--- config.mk ---
export PLATFORM = sky130hd
export DESIGN_NAME = apb_master_flat
export DESIGN_NICKNAME = d
export VERILOG_FILES = /design/src/rtl/apb_master_if.sv /design/src/rtl/apb_master.sv /design/src/flat_wrapper.sv
export SDC_FILE = /design/constraint.sdc
export NUM_CORES = 1
export LEC_CHECK = 0
export CAP_MARGIN = 20
export CORE_ASPECT_RATIO = 0.9
export CORE_MARGIN = 1.5
export CORE_UTILIZATION = 48
export DETAILED_ROUTE_END_ITERATION = 8
export PLACE_DENSITY = 0.86
export RECOVER_POWER = 25
export SLEW_MARGIN = 5
export SYNTH_ARGS = -nofsm -noshare
export SYNTH_HDL_FRONTEND = slang
export SYNTH_SLANG_ARGS = --single-unit
--- constraint.sdc ---
create_clock -name pclk -period 6 [get_ports pclk]
set_clock_uncertainty 0.15 [all_clocks]
set_input_delay 0.9 -clock pclk [delete_from_list [all_inputs] [get_ports pclk]]
set_output_delay 0.9 -clock pclk [all_outputs]
set_load 0.01 [all_outputs]
--- src/rtl/apb_master_if.sv ---
// apb_master_if -- bundles the CPU request/response handshake and the APB
// completer-side bus of apb_master into one interface.
//   modport master : the view used by apb_master (drives req_ready, rsp_*, p*)
//   modport slave  : the view used by whoever sits around the master (CPU side
//                    and completer), driving req_* inputs and prdata/pready/perr
// Signals:
//   req_valid/req_ready/req_addr/req_wdata/req_write/req_size/req_unsigned
//   rsp_valid/rsp_rdata/rsp_err
//   paddr/pdata/prdata/psel/penable/pwrite/pstb/pready/perr
interface apb_master_if #(
  parameter int ADDR_WIDTH = 32,
  parameter int DATA_WIDTH = 32
);
  logic                  req_valid;
  logic                  req_ready;
  logic [ADDR_WIDTH-1:0] req_addr;
  logic [DATA_WIDTH-1:0] req_wdata;
  logic                  req_write;
  logic [1:0]            req_size;
  logic                  req_unsigned;
  logic                  rsp_valid;
  logic [DATA_WIDTH-1:0] rsp_rdata;
  logic                  rsp_err;
  logic [ADDR_WIDTH-1:0] paddr;
  logic [DATA_WIDTH-1:0] pdata;
  logic [DATA_WIDTH-1:0] prdata;
  logic                  psel;
  logic                  penable;
  logic                  pwrite;
  logic [3:0]            pstb;
  logic                  pready;
  logic                  perr;

  modport master (
    input  req_valid, req_addr, req_wdata, req_write, req_size, req_unsigned,
    input  prdata, pready, perr,
    output req_ready, rsp_valid, rsp_rdata, rsp_err,
    output paddr, pdata, psel, penable, pwrite, pstb
  );

  modport slave (
    output req_valid, req_addr, req_wdata, req_write, req_size, req_unsigned,
    output prdata, pready, perr,
    input  req_ready, rsp_valid, rsp_rdata, rsp_err,
    input  paddr, pdata, psel, penable, pwrite, pstb
  );
endinterface

--- src/rtl/apb_master.sv ---
// apb_master -- turns single CPU load/store requests into APB transfers.
// Byte/half/word accesses are lane-aligned onto the 32-bit bus with strobes,
// load data is shifted back down and zero/sign-extended. Misaligned requests
// are answered with an error without touching the bus; a completer that never
// raises pready is abandoned after TIMEOUT ACCESS cycles.
// Ports:
//   pclk : clock, rising edge
//   prst : asynchronous active-high reset
//   bus  : apb_master_if.master (request, response and APB signals)
module apb_master #(
  parameter int ADDR_WIDTH = 32,
  parameter int DATA_WIDTH = 32,
  parameter int TIMEOUT    = 16
) (
  input  logic         pclk,
  input  logic         prst,
  apb_master_if.master bus
);

  localparam int CNT_W = (TIMEOUT > 1) ? $clog2(TIMEOUT) : 1;
  localparam logic [CNT_W-1:0] CNT_LAST = CNT_W'(TIMEOUT - 1);

  typedef enum logic [1:0] {
    IDLE   = 2'd0,
    SETUP  = 2'd1,
    ACCESS = 2'd2,
    RESP   = 2'd3
  } state_t;

  state_t                state_q;
  logic [CNT_W-1:0]      cnt_q;
  logic [ADDR_WIDTH-1:0] paddr_q;
  logic [DATA_WIDTH-1:0] pdata_q;
  logic [1:0]            size_q;
  logic                  uns_q;
  logic                  psel_q;
  logic                  penable_q;
  logic                  pwrite_q;
  logic [3:0]            pstb_q;
  logic                  req_ready_q;
  logic                  rsp_valid_q;
  logic                  rsp_err_q;
  logic [DATA_WIDTH-1:0] rsp_rdata_q;

  logic                  accept_d;
  logic                  misalign_d;
  logic [3:0]            strb_d;
  logic [DATA_WIDTH-1:0] wdata_d;
  logic [DATA_WIDTH-1:0] rdata_d;

  // Expands a 4-bit byte strobe into a 32-bit lane mask.
  function automatic logic [31:0] lane_mask(input logic [3:0] strb);
    logic [31:0] m;
    m = 32'h0;
    for (int i = 0; i < 4; i++) begin
      m[8*i +: 8] = {8{strb[i]}};
    end
    return m;
  endfunction

  // Truncates right-aligned load data to the access size and extends it.
  function automatic logic [31:0] load_extend(input logic [31:0] sh,
                                              input logic [1:0]  size,
                                              input logic        uns);
    logic [31:0] r;
    case (size)
      2'b00:   r = uns ? {24'h000000, sh[7:0]}  : {{24{sh[7]}}, sh[7:0]};
      2'b01:   r = uns ? {16'h0000, sh[15:0]}   : {{16{sh[15]}}, sh[15:0]};
      2'b10:   r = sh;
      default: r = 32'h0000_0000;
    endcase
    return r;
  endfunction

  // Request decode (alignment, strobes, lane-shifted store data) and load
  // data extraction from the registered address/size.
  always_comb begin
    accept_d = bus.req_valid & req_ready_q;
    case (bus.req_size)
      2'b00: begin
        misalign_d = 1'b0;
        strb_d     = 4'b0001 << bus.req_addr[1:0];
      end
      2'b01: begin
        misalign_d = bus.req_addr[0];
        strb_d     = 4'b0011 << bus.req_addr[1:0];
      end
      2'b10: begin
        misalign_d = (bus.req_addr[1:0] != 2'b00);
        strb_d     = 4'b1111;
      end
      default: begin
        misalign_d = 1'b1;
        strb_d     = 4'b0000;
      end
    endcase
    // Unused lanes are forced to zero so upper store-data garbage never leaks.
    wdata_d = (bus.req_wdata << {bus.req_addr[1:0], 3'b000}) & lane_mask(strb_d);
    rdata_d = load_extend(bus.prdata >> {paddr_q[1:0], 3'b000}, size_q, uns_q);
  end

  // Transfer FSM; every output is a register updated alongside the state.
  always_ff @(posedge pclk or posedge prst) begin
    if (prst) begin
      state_q     <= IDLE;
      cnt_q       <= '0;
      paddr_q     <= '0;
      pdata_q     <= '0;
      size_q      <= 2'b00;
      uns_q       <= 1'b0;
      psel_q      <= 1'b0;
      penable_q   <= 1'b0;
      pwrite_q    <= 1'b0;
      pstb_q      <= 4'b0000;
      req_ready_q <= 1'b0;
      rsp_valid_q <= 1'b0;
      rsp_err_q   <= 1'b0;
      rsp_rdata_q <= '0;
    end else begin
      case (state_q)
        IDLE: begin
          if (accept_d) begin
            req_ready_q <= 1'b0;
            paddr_q     <= bus.req_addr;
            size_q      <= bus.req_size;
            uns_q       <= bus.req_unsigned;
            if (misalign_d) begin
              state_q     <= RESP;
              pdata_q     <= '0;
              rsp_valid_q <= 1'b1;
              rsp_err_q   <= 1'b1;
              rsp_rdata_q <= '0;
            end else begin
              state_q  <= SETUP;
              psel_q   <= 1'b1;
              pwrite_q <= bus.req_write;
              pstb_q   <= strb_d;
              pdata_q  <= wdata_d;
            end
          end else begin
            // Also raises ready on the first clock after reset release.
            req_ready_q <= 1'b1;
          end
        end
        SETUP: begin
          state_q   <= ACCESS;
          penable_q <= 1'b1;
          cnt_q     <= '0;
        end
        ACCESS: begin
          // pready wins over an expiring timeout in the same cycle.
          if (bus.pready || (cnt_q == CNT_LAST)) begin
            state_q     <= RESP;
            psel_q      <= 1'b0;
            penable_q   <= 1'b0;
            pwrite_q    <= 1'b0;
            pstb_q      <= 4'b0000;
            rsp_valid_q <= 1'b1;
            cnt_q       <= '0;
            if (bus.pready && !bus.perr) begin
              rsp_err_q   <= 1'b0;
              rsp_rdata_q <= pwrite_q ? '0 : rdata_d;
            end else begin
              rsp_err_q   <= 1'b1;
              rsp_rdata_q <= '0;
            end
          end else begin
            cnt_q <= cnt_q + CNT_W'(1);
          end
        end
        RESP: begin
          state_q     <= IDLE;
          rsp_valid_q <= 1'b0;
          rsp_err_q   <= 1'b0;
          rsp_rdata_q <= '0;
          req_ready_q <= 1'b1;
        end
        default: begin
          state_q   <= IDLE;
          psel_q    <= 1'b0;
          penable_q <= 1'b0;
        end
      endcase
    end
  end

  assign bus.req_ready = req_ready_q;
  assign bus.rsp_valid = rsp_valid_q;
  assign bus.rsp_rdata = rsp_rdata_q;
  assign bus.rsp_err   = rsp_err_q;
  assign bus.paddr     = paddr_q;
  assign bus.pdata     = pdata_q;
  assign bus.psel      = psel_q;
  assign bus.penable   = penable_q;
  assign bus.pwrite    = pwrite_q;
  assign bus.pstb      = pstb_q;

endmodule

--- src/flat_wrapper.sv ---
// flat-port wrapper written by rule: the top's interface ports become plain ports
module apb_master_flat 
#(
  parameter int ADDR_WIDTH = 32,
  parameter int DATA_WIDTH = 32,
  parameter int TIMEOUT    = 16
)
  (pclk, prst, bus_req_valid, bus_req_addr, bus_req_wdata, bus_req_write, bus_req_size, bus_req_unsigned, bus_prdata, bus_pready, bus_perr, bus_req_ready, bus_rsp_valid, bus_rsp_rdata, bus_rsp_err, bus_paddr, bus_pdata, bus_psel, bus_penable, bus_pwrite, bus_pstb);
  apb_master_if #(.ADDR_WIDTH(ADDR_WIDTH), .DATA_WIDTH(DATA_WIDTH)) bus_i ();
  input  logic pclk;
  input  logic prst;
  input wire logic [$bits(bus_i.req_valid)-1:0] bus_req_valid;
  input wire logic [$bits(bus_i.req_addr)-1:0] bus_req_addr;
  input wire logic [$bits(bus_i.req_wdata)-1:0] bus_req_wdata;
  input wire logic [$bits(bus_i.req_write)-1:0] bus_req_write;
  input wire logic [$bits(bus_i.req_size)-1:0] bus_req_size;
  input wire logic [$bits(bus_i.req_unsigned)-1:0] bus_req_unsigned;
  input wire logic [$bits(bus_i.prdata)-1:0] bus_prdata;
  input wire logic [$bits(bus_i.pready)-1:0] bus_pready;
  input wire logic [$bits(bus_i.perr)-1:0] bus_perr;
  output wire logic [$bits(bus_i.req_ready)-1:0] bus_req_ready;
  output wire logic [$bits(bus_i.rsp_valid)-1:0] bus_rsp_valid;
  output wire logic [$bits(bus_i.rsp_rdata)-1:0] bus_rsp_rdata;
  output wire logic [$bits(bus_i.rsp_err)-1:0] bus_rsp_err;
  output wire logic [$bits(bus_i.paddr)-1:0] bus_paddr;
  output wire logic [$bits(bus_i.pdata)-1:0] bus_pdata;
  output wire logic [$bits(bus_i.psel)-1:0] bus_psel;
  output wire logic [$bits(bus_i.penable)-1:0] bus_penable;
  output wire logic [$bits(bus_i.pwrite)-1:0] bus_pwrite;
  output wire logic [$bits(bus_i.pstb)-1:0] bus_pstb;
  assign bus_i.req_valid = bus_req_valid;
  assign bus_i.req_addr = bus_req_addr;
  assign bus_i.req_wdata = bus_req_wdata;
  assign bus_i.req_write = bus_req_write;
  assign bus_i.req_size = bus_req_size;
  assign bus_i.req_unsigned = bus_req_unsigned;
  assign bus_i.prdata = bus_prdata;
  assign bus_i.pready = bus_pready;
  assign bus_i.perr = bus_perr;
  assign bus_req_ready = bus_i.req_ready;
  assign bus_rsp_valid = bus_i.rsp_valid;
  assign bus_rsp_rdata = bus_i.rsp_rdata;
  assign bus_rsp_err = bus_i.rsp_err;
  assign bus_paddr = bus_i.paddr;
  assign bus_pdata = bus_i.pdata;
  assign bus_psel = bus_i.psel;
  assign bus_penable = bus_i.penable;
  assign bus_pwrite = bus_i.pwrite;
  assign bus_pstb = bus_i.pstb;
  apb_master #(.ADDR_WIDTH(ADDR_WIDTH), .DATA_WIDTH(DATA_WIDTH), .TIMEOUT(TIMEOUT)) u_core (.pclk(pclk), .prst(prst), .bus(bus_i));
endmodule
# After elaboration in Yosys (flattened, before gate mapping)
# Cells that the tools add are included.
# W data, S select, Z words.
word_totals:
  register_bits: 115
  latchBits: 0
  ram_bits: 0
  romBits: 0
  n_memories: 0
classes:
  n_addsub: 1
  mul: 0
  div: 0
  magnitude_cmp: 0
  n_eq_ne: 12
  shifts: 4
  mux: 39
  n_bitwise: 2
  n_reduce_logical: 16
op_table:
  columns: ["op", "count"]
  rows:
  - ["$mux W32", 8]
  - ["$pmux W32 S3", 2]
  - ["$and A32 B32 Y32", 1]
  - ["$shl A32 B5 Y32", 1]
  - ["$shr A32 B5 Y32", 1]
  - ["$mux W4", 4]
  - ["$pmux W4 S2", 2]
  - ["$pmux W4 S3", 1]
  - ["$mux W1", 11]
  - ["$pmux W1 S3", 3]
  - ["$eq A2 B2 Y1 const B", 4]
  - ["$pmux W1 S2", 4]
  - ["$pmux W2 S4", 1]
  - ["$reduce_and A4 Y1", 2]
  - ["$reduce_bool A2 Y1", 4]
  - ["$eq A2 B1 Y1 const B", 3]
  - ["$logic_not A2 Y1", 3]
  - ["$mux W2", 3]
  - ["$ne A2 B1 Y1 const B", 3]
  - ["$reduce_and A2 Y1", 3]
  - ["$add A4 B1 Y4 const B", 1]
  - ["$eq A4 B4 Y1 const B", 1]
  - ["$shl A1 B2 Y4 const A", 1]
  - ["$shl A2 B2 Y4 const A", 1]
  - ["6 further kinds", 6]

# Longest topological paths before layout
# Gate-level depths: netlist (run 1).
logic_depth:
  word_depth: 7
  mapped_depth: 9

# Least setup slack after synthesis (run 1)
# No wires, ideal clock.
synth_path:
  kind: "input to register"
  from: "input bus_req_addr[1]"
  to: "register u_core.psel_q, in the netlist u_core.bus.psel"
  setup_ns: 0.128
  arrival_ns: 2.148
  required_time_ns: 5.722
  slack_ns: 3.574
  path_stages: 5
  n_path_buf: 1
  cell_sequence: "buf_2 > o21a_1 > o22a_2 > a211o_1 > mux2_1"
synth_via:
  elab_chain_len: 4
synth_rtl:
  columns: ["element", "line_no", "rtl"]
  rows:
  - ["start, declared", "flat_wrapper.sv:13", "input wire logic [$bits(bus_i.req_addr)-1:0] bus_req_addr;"]
  - ["$reduce_bool A2 Y1", "apb_master.sv:89", "misalign_d = (bus.req_addr[1:0] != 2'b00);"]
  - ["$pmux W1 S3", "apb_master.sv:79", "case (bus.req_size)"]
  - ["$ne A2 B2 Y1 (no line)", null, null]
  - ["$reduce_and A4 Y1 (no line)", null, null]
  - ["end signal, assigned", "apb_master.sv:111", "psel_q <= 1'b0;"]
  - ["end signal, assigned", "apb_master.sv:135", "psel_q <= 1'b1;"]
  - ["end signal, assigned", "apb_master.sv:154", "psel_q <= 1'b0;"]
  - ["end, declared", "apb_master.sv:36", "logic psel_q;"]
# Every way passes these cells.
# A chain may end at the register's enable or synchronous reset.

# Worst setup path after layout (run 1)
layout_path:
  from: "input bus_req_addr[1]"
  to: "register u_core.rsp_err_q, in the netlist u_core.bus.rsp_err"
layout_via:
  elab_chain_len: 4
layout_rtl:
  columns: ["element", "line_no", "rtl"]
  rows:
  - ["$reduce_bool A2 Y1", "apb_master.sv:89", null]
  - ["$pmux W1 S3", "apb_master.sv:79", null]
  - ["$ne A2 B1 Y1 (no line)", null, null]
  - ["$reduce_and A4 Y1 (no line)", null, null]
  - ["end signal, assigned", "apb_master.sv:117", "rsp_err_q <= 1'b0;"]
  - ["end signal, assigned", "apb_master.sv:131", "rsp_err_q <= 1'b1;"]
  - ["end signal, assigned", "apb_master.sv:161", "rsp_err_q <= 1'b0;"]
  - ["end, declared", "apb_master.sv:42", "logic rsp_err_q;"]
# Every way passes these cells.

==> results of run 1 <==
-- worst max-delay path, cell delays in order --
cell and delay, ns:
clkdlybuf4s50_1 0.45, clkbuf_1 1.19, o21a_1 0.30, o22ai_1 0.14
a211o_1 0.49, buf_16 0.22, mux2_1 0.31
-- cell type report --
cell class,instances,share of cell area (%)
timing repair buffer,216,25.5
sequential,115,34.0
inverter,7,0.325
clock inverter,11,1.32
clock buffer,20,5.39
multi-input combinational,339,31.2
tap,156,2.31
-- state kept, by name, indices dropped and copies added (netlist names) --
name and flops:
u_core.bus.pdata 32, u_core.bus.pstb 4, u_core.bus.penable 1, u_core.bus.paddr 32
u_core.uns_q 1, u_core.bus.req_ready 1, u_core.bus.rsp_valid 1, u_core.bus.pwrite 1
u_core.bus.rsp_rdata 32, u_core.state_q 2, u_core.size_q 2, u_core.bus.psel 1
u_core.cnt_q 4, u_core.bus.rsp_err 1
-- cell usage in the layout (no fill, tap or decap), types with 4 or more instances in the layout --
master	Yosys	layout
a211o_1	19	19
a21o_1	8	8
a21oi_1	16	15
a22o_1	31	31
a32o_1	15	15
buf_4	1	4
clkbuf_16	0	17
clkdlybuf4s50_1	0	200
clkinv_2	0	7
dfrtp_1	115	115
dlygate4sd3_1	0	9
ha_1	5	5
inv_1	7	6
mux2_1	7	7
mux2_2	36	36
mux2i_1	37	37
nand2_1	44	44
nor2_1	17	17
nor2b_1	20	20
o21ai_0	11	11
o21ai_1	12	12
o21ai_2	8	8
o22ai_1	10	10
o2bb2ai_1	11	11
-- per-stage QoR --
step	instances	total power, mW	setup WS, ns
floorplan	503	2.22	1.91
global placement	832	2.93	2.39
detailed placement	832	2.99	2.30
CTS	863	3.97	2.74
global route	864	4.20	1.84
finish	864	3.98	2.11
-- logic make-up (layout without fill, tap and decap cells) --
family,after synthesis,in the layout,synth area share (%)
DFF,115,115,50.3
buffers and inverters,49,254,3.85
adders and majority gates,5,5,1.09
xor gates and xnor gates,1,1,0.153
AOI/OAI and AO/OA,151,151,20.2
and+or+nand+nor,101,101,9.08
muxes,81,81,15.3
-- worst paths after layout --
path	end	slack, ns
min in group asynchronous	u_core.bus.rsp_rdata[3]	1.68
min reg2reg	u_core.bus.pdata[14]	0.33
max	u_core.bus.rsp_err	2.11
min	u_core.bus.pdata[14]	0.33
max reg2reg	u_core.bus.pdata[6]	2.77
max in group asynchronous	u_core.bus.paddr[10]	2.42
-- report_power, final --
part           switching, mW  total [mW]  internal, mW
Combinational          0.850        1.80         0.949
Clock                  0.340       0.965         0.624
Sequential             0.175        1.22          1.04
-- layer usage --
layer,up-vias,GRT usage [%]
li1,2248,-
met1,2464,32.7
met2,245,41.4
met3,25,7.71
met4,0,9.49
met5,-,0
==> results.toml, run 1 <==
[status]
status = "finished with violations"
violations = "capacitance limit, slew limit"

[global_route]
grt_max_degree = 72
antenna_found_initial = 0
grt_pass1_vias = 5050
grt.total_usage_pct = 25.6
grt_remaining_overflow = 0
grt_pass1_wl_mm = 25.5

[layout]
fin_nets = 806
insertedDiodeCount = 0
drive_gt1_share_pct = 13.1
fill_cells = 784
utilization_pct = 73.5
seq_area_sq_um = 2880
final_cell_area_sq_um = 8470
multi_input_area_sq_um = 2640
syn2layout_area_growth_pct = 48.0

[floorplanning]
die_h_microns = 107
ios = 211
dieArea_sq_um = 12600
core_area_sq_um = 11500
std_cell_rows = 37
start_util_pct = 49.6
die_w_microns = 118

[timing]
min_period_over_period_pct = 64.9
worst_slew_pin_slew_ns = 3.03
hold_viol = 0
finalCriticalPeriod_ns = 3.89
timing.fmax_mhz = 257
slew_viol_final = 106
setup_tns_ns = 0
setup_viol = 0
rsz0062_at_grt = "false"
slew_headroom_pct = -103
holdWs_ns = 0.329

[clock_network]
clk_pin_slew_ns = 0.05
tritoncts = "built"
ctsResizeCount = 0
cts.sinks = 115
clkLatencyLatePin_ns = 0.41
cts_buffers = 17
cts_root_buffer = "clkbuf_16"
htree_levels = 4
hold_buffers = 0
post_cts_buffers = 0
clock_path_buffers = 2

[pwr]
leakagePower_nw = 3.68
vdd_ir_drop_max_v = 0.000324
power_density_nw_per_um2 = 470

[setup_path]
r2r_start = "u_core.state_q[0]"
path_max_fanout = 34
crit_type = "in2reg"
required_ns = 6.14
crit_path_start = "bus_req_addr[1]"
startpoint_type = "primary input"
worstRegToRegCells = 5
crit_arrival_ns = 4.03
worstSetupEndpointType = "register"

[placed_design]
hpwl_mm = 11.0
numPortBuffers = 210
place_area_sq_um = 7880
gp_congestion = 0.841

[synthesis]
ys_ff_latch = 115
yosys-top-cells-area = "dfrtp_1 50%, mux2_2 7.1%, mux2i_1 6.5%"
async_reset_ff_share_pct = 100
synth_top_area_cell = "dfrtp_1"
synth_common_cells = "115 x dfrtp_1, 44 x nand2_1, 37 x mux2i_1"
seq_area_frac_synth_pct = 50.3
synth_cell_types = 49
synth_most_common_cell = "dfrtp_1"
synth_edf_count = 0
synth_area_sq_um = 5720
syn_nets = 613
ys.flop_type = "dfrtp_1"
synth.top_cell.area_share_pct = 50.3
yosysWarnings = 0
avgSynthCellArea_sq_um = 11.4
netlist_instances = 503

[detailed_routing]
ant_nets = 0
wl_per_cell_microns = 18.4
firstDrtPassIters = 5
route.detailed.drc = 0
wl_met2_mm = 7.79
met1_length_mm = 6.51
viasPerCell = 5.77
routed-wl-met3_mm = 1.31
drt-initial-drc-count = 487
via_count = 4982
drt_wl_total_mm = 15.9
top_layer = "met4"

[min_path]
min_path_cells = 2
min-delay-start = "u_core.bus.pdata[14]"
min_path_type = "reg2reg"

[flow_run]
maxCapViolations = 2
Power figures use the tool's default switching activity.
==> inputs of run 2 (changes only) <==
CORE_UTILIZATION = 45   (was 48)
PLACE_DENSITY = 0.81   (was 0.86)
clock period = 3.75 ns   (was 6 ns; I/O delays follow)
==> run 2 against run 1 <==
Effect of this change: the flow still finishes with violations (capacitance limit, slew limit); largest cell class unchanged; final cell count rose by 0.81%; non-clock buffer count rose by 5; hold slack got worse by 0.0049 ns; sequential share of layout area rose by 0.10 points; wire length rose by 0.62%; sequential power rose by 61%.
==> results.toml, run 2 (synthesized netlist as in run 1, its figures left out) <==
[status]
status = "finished with violations"
violations = "capacitance limit, slew limit"

[timing]
slew_headroom_pct = -4.99
worst_slew_pin_slew_ns = 1.57
min_period_over_period_pct = 71.1
finalCriticalPeriod_ns = 2.66
rsz0062_at_grt = "false"
hold_viol = 0
timing.fmax_mhz = 375
slew_viol_final = 116
setup_tns_ns = 0
setup_viol = 0

[global_route]
antenna_found_initial = 0
grt_pass1_wl_mm = 25.1
grt_max_degree = 116
grt_remaining_overflow = 0
grt.total_usage_pct = 24.4
grt_pass1_vias = 4928

[flow_run]
maxCapViolations = 1

[clock_network]
htree_levels = 4
clk_pin_slew_ns = 0.05
cts.sinks = 115
hold_buffers = 0
post_cts_buffers = 0
cts_root_buffer = "clkbuf_16"
clkLatencyLatePin_ns = 0.41
clock_path_buffers = 2
ctsResizeCount = 0
cts_buffers = 17
tritoncts = "built"

[detailed_routing]
drt_wl_total_mm = 16.0
route.detailed.drc = 0
ant_nets = 0
via_count = 4896
drt-initial-drc-count = 344
viasPerCell = 5.62
firstDrtPassIters = 5
wl_per_cell_microns = 18.4

[pwr]
total_power_mw = 6.20
leakagePower_nw = 3.67
power_frac_comb_pct = 45.8
power_density_nw_per_um2 = 734
p_clk_share_pct = 22.4
p_int_mw = 4.05
seq_power_share_pct = 31.8
sw_frac_of_total_pct = 34.7
vdd_ir_drop_max_v = 0.000430
switching_power_mw = 2.15

[layout]
drive_gt1_share_pct = 13.4
layout_common_cells = "209 x clkdlybuf4s50_1, 115 x dfrtp_1, 44 x nand2_1, 37 x mux2i_1, 36 x mux2_2"
final_common_cell = "clkdlybuf4s50_1"
fin_nets = 811
syn2layout_area_growth_pct = 47.5
insertedDiodeCount = 0

[floorplanning]
std_cell_rows = 38
die_h_microns = 110
dieArea_sq_um = 13400
core_area_sq_um = 12200
start_util_pct = 46.8
ios = 211
die_w_microns = 122

[setup_path]
cpMaxStageDelayCell = "dfrtp_1"
startpoint_type = "register"
r2r_slack_ns = 1.17
crit_family = "buffers and inverters"
path_max_fanout = 20
worstSetupEndpointType = "output port"
slowest_delay_ns = 0.61
crit_type = "reg2out"
path_buf_inv = 2
required_ns = 3.04
crit_chain = "buf_4 > clkdlybuf4s50_1"
crit_arrival_ns = 1.95

[placed_design]
hpwl_mm = 11.2
gp_congestion = 0.843
numPortBuffers = 210

[min_path]
min_path_type = "reg2reg"
-- run 2: cell count changes in the layout (fill, tap and decap cells not counted), moves of 2 or more --
cell,before,now
buf_4,4,10
bufinv_16,2,0
dlygate4sd3_1,9,1
clkdlybuf4s50_1,200,209
-- run 2: per-stage QoR --
stage	hold WS (ns)	setup WS, ns	area, sq um	cells	utilization [%]
6_report	0.324	1.09	8440	871	69.1
5_1_grt	0.360	0.973	8440	871	69.1
4_1_cts	0.326	1.08	8450	871	69.2
3_5_place_dp	0.316	0.949	7950	842	65.0
3_3_place_gp	0.314	1.01	7950	842	65.0
2_1_floorplan	0.322	1.61	5730	503	-
-- run 2: worst paths after layout --
path,start,endpoint,cells past startpoint
min,u_core.bus.pdata[13],u_core.bus.pdata[13],2
min reg2reg,u_core.bus.pdata[13],u_core.bus.pdata[13],2
max,u_core.bus.paddr[1],bus_paddr[1],2
max reg2reg,u_core.state_q[0],u_core.bus.pdata[30],5
min in group asynchronous,prst,u_core.bus.paddr[29],3
max in group asynchronous,prst,u_core.bus.paddr[2],3
-- run 2: tightest hold or removal path, stage by stage (launching register included) --
cell	delay (ns)
dfrtp_1	0.34
nand2_1	0.06
o21ai_2	0.05
-- run 2: power groups by stage --
stage | Sequential, mW | Combinational, mW | Clock (mW)
detailed placement | 1.99 | 2.84 | 0
CTS | 1.97 | 2.85 | 1.42
finish | 1.97 | 2.83 | 1.39
global route | 2.02 | 3.06 | 1.48
global placement | 1.95 | 2.77 | 0
floorplan | 2.09 | 1.46 | 0
-- run 2: area by class of cell --
cell class / instances / area [sq um]
fillers: 889 / 3780
flip-flops and latches: 115 / 2880
multi-input cells: 339 / 2640
repair buffers: 221 / 2180
clock buffers: 22 / 474
well taps: 160 / 200
clock inverters: 7 / 35.0
inverters: 7 / 30.0
-- run 2: routing by layer --
metal  routed length, microns  up-vias  part of all wire (%)  global-route usage (%)
met5                        0        -                     0                       0
met4                      182        0                   1.1                    8.49
met3                     1240       17                   7.8                    7.36
met2                     7800      202                    49                    40.1
met1                     6800     2420                    42                    30.7
li1                         -     2257                     -                       -
==> inputs of run 3 (changes only) <==
clock period = 2.7 ns   (was 3.75 ns; I/O delays follow)
==> run 3 against run 2 <==
Effect of this change: the flow still finishes with violations (capacitance limit, slew limit); worst setup slack lost 0.87 ns; flip-flop and latch count is the same; critical path depth grew 3; non-clock buffer count grew 6; power grew 49%; combinational power grew 43%; sequential power grew 39%; clock power grew 76%; via count grew 0.76%; critical endpoint is now u_core.bus.pdata[5]; largest power group unchanged; highest routed layer unchanged.
==> results.toml, run 3 (synthesized netlist as in run 1, its figures left out) <==
[status]
status = "finished with violations"
violations = "capacitance limit, slew limit"

[placed_design]
gp_congestion = 0.856
place_area_sq_um = 8000
numPortBuffers = 210
hpwl_mm = 11.5

[clock_network]
hold_buffers = 0
ctsResizeCount = 0
htree_levels = 4
post_cts_buffers = 0
clock_path_buffers = 2
clkLatencyLatePin_ns = 0.41
tritoncts = "built"
cts_root_buffer = "clkbuf_16"
cts.sinks = 115
cts_buffers = 17
clk_pin_slew_ns = 0.05

[timing]
rsz0062_at_grt = "false"
min_period_over_period_pct = 91.9
slew_viol_final = 116
hold_viol = 0
timing.fmax_mhz = 403
slew_headroom_pct = -3.99
worst_slew_pin_slew_ns = 1.56
finalCriticalPeriod_ns = 2.48
setup_tns_ns = 0
setup_viol = 0

[layout]
final_cell_area_sq_um = 8650
insertedDiodeCount = 0
drive_gt1_share_pct = 14.7
layout_common_cells = "209 x clkdlybuf4s50_1, 115 x dfrtp_1, 44 x nand2_1, 37 x mux2i_1, 36 x mux2_2"
syn2layout_area_growth_pct = 51.1
final_common_cell = "clkdlybuf4s50_1"
fin_nets = 817
fill_cells = 868

[floorplanning]
std_cell_rows = 38
dieArea_sq_um = 13400
start_util_pct = 46.8
ios = 211
die_h_microns = 110
die_w_microns = 122
core_area_sq_um = 12200

[setup_path]
worstSetupEndpointType = "register"
crit_arrival_ns = 2.68
startpoint_type = "register"
r2r_start = "u_core.state_q[0]"
crit_type = "reg2reg"
required_ns = 2.90
r2r_slack_ns = 0.22
worstRegToRegCells = 5
r2r_end = "u_core.bus.pdata[5]"
path_max_fanout = 10

[detailed_routing]
viasPerCell = 5.61
route.detailed.drc = 0
wl_per_cell_microns = 18.7
via_count = 4933
drt_wl_total_mm = 16.5
firstDrtPassIters = 5
drt-initial-drc-count = 355
ant_nets = 0

[global_route]
grt_pass1_vias = 5028
antenna_found_initial = 0
grt_pass1_wl_mm = 25.4
grt.total_usage_pct = 24.6
grt_max_degree = 116
grt_remaining_overflow = 0

[flow_run]
maxCapViolations = 1

[pwr]
total_power_mw = 9.23
vdd_ir_drop_max_v = 0.000525
power_density_nw_per_um2 = 1070
leakagePower_nw = 3.77

[min_path]
min_path_cells = 2
min_to = "u_core.bus.pdata[13]"
min-delay-start = "u_core.bus.pdata[13]"
min_path_type = "reg2reg"
## run 3: cell types whose count changed in the layout (fill, tap and decap cells not counted), sizes merged
cell / change
buf: +6
clkinv: -3
bufinv: +4
clkbuf: +1
clkinvlp: +1
## run 3: power breakdown
part / switching [mW] / internal, mW / leakage (nW)
Clock: 0.764 / 1.68 / 0.325
Sequential: 0.426 / 2.32 / 1.49
Combinational: 1.88 / 2.15 / 1.95
Total: 3.07 / 6.16 / 3.77
## run 3: final cells by class
class | instances | area, sq um | share of cell area (%)
timing repair buffer | 227 | 2240 | 25.9
tap | 160 | 200 | 2.32
clock inverter | 9 | 148 | 1.71
clock buffer | 23 | 508 | 5.88
sequential | 115 | 2880 | 33.3
multi-input combinational | 339 | 2640 | 30.5
inverter | 7 | 30.0 | 0.347
## run 3: routing by layer
layer  share of wire (%)  vias up  global-route usage (%)
met1                  42     2416                    30.4
met4                 1.0        0                    9.08
met3                 8.0       19                    6.79
li1                    -     2281                       -
met5                   0        -                       0
met2                  49      217                    41.3
## run 3: metrics by stage
step	hold slack [ns]	std cells	utilization (%)	setup WS, ns
finish	0.327	880	70.8	0.218
floorplan	0.322	503	-	0.561
detailed placement	0.315	848	65.5	0.162
CTS	0.327	880	70.9	0.217
global route	0.351	880	70.8	0.0837
global placement	0.313	848	65.5	0.244
## run 3: worst max-delay path, stage by stage, from the launching register on
cell	delay (ns)
dfrtp_1	0.40
inv_1	0.13
ha_1	0.40
nand3_4	0.22
nor4b_2	0.87
a22o_1	0.25
## run 3: worst max path at each step
stage / slack (ns) / from / endpoint / cells after the start
after floorplan: 0.56 / u_core.state_q[0] / u_core.bus.rsp_rdata[19] / 9
after global placement: 0.24 / bus_req_size[0] / u_core.bus.rsp_rdata[10] / 6
after detailed placement: 0.16 / bus_req_size[0] / u_core.bus.rsp_rdata[9] / 6
after CTS: 0.22 / u_core.state_q[0] / u_core.bus.pdata[5] / 5
after global routing: 0.08 / u_core.state_q[0] / u_core.bus.pdata[5] / 5
final: 0.22 / u_core.state_q[0] / u_core.bus.pdata[5] / 5
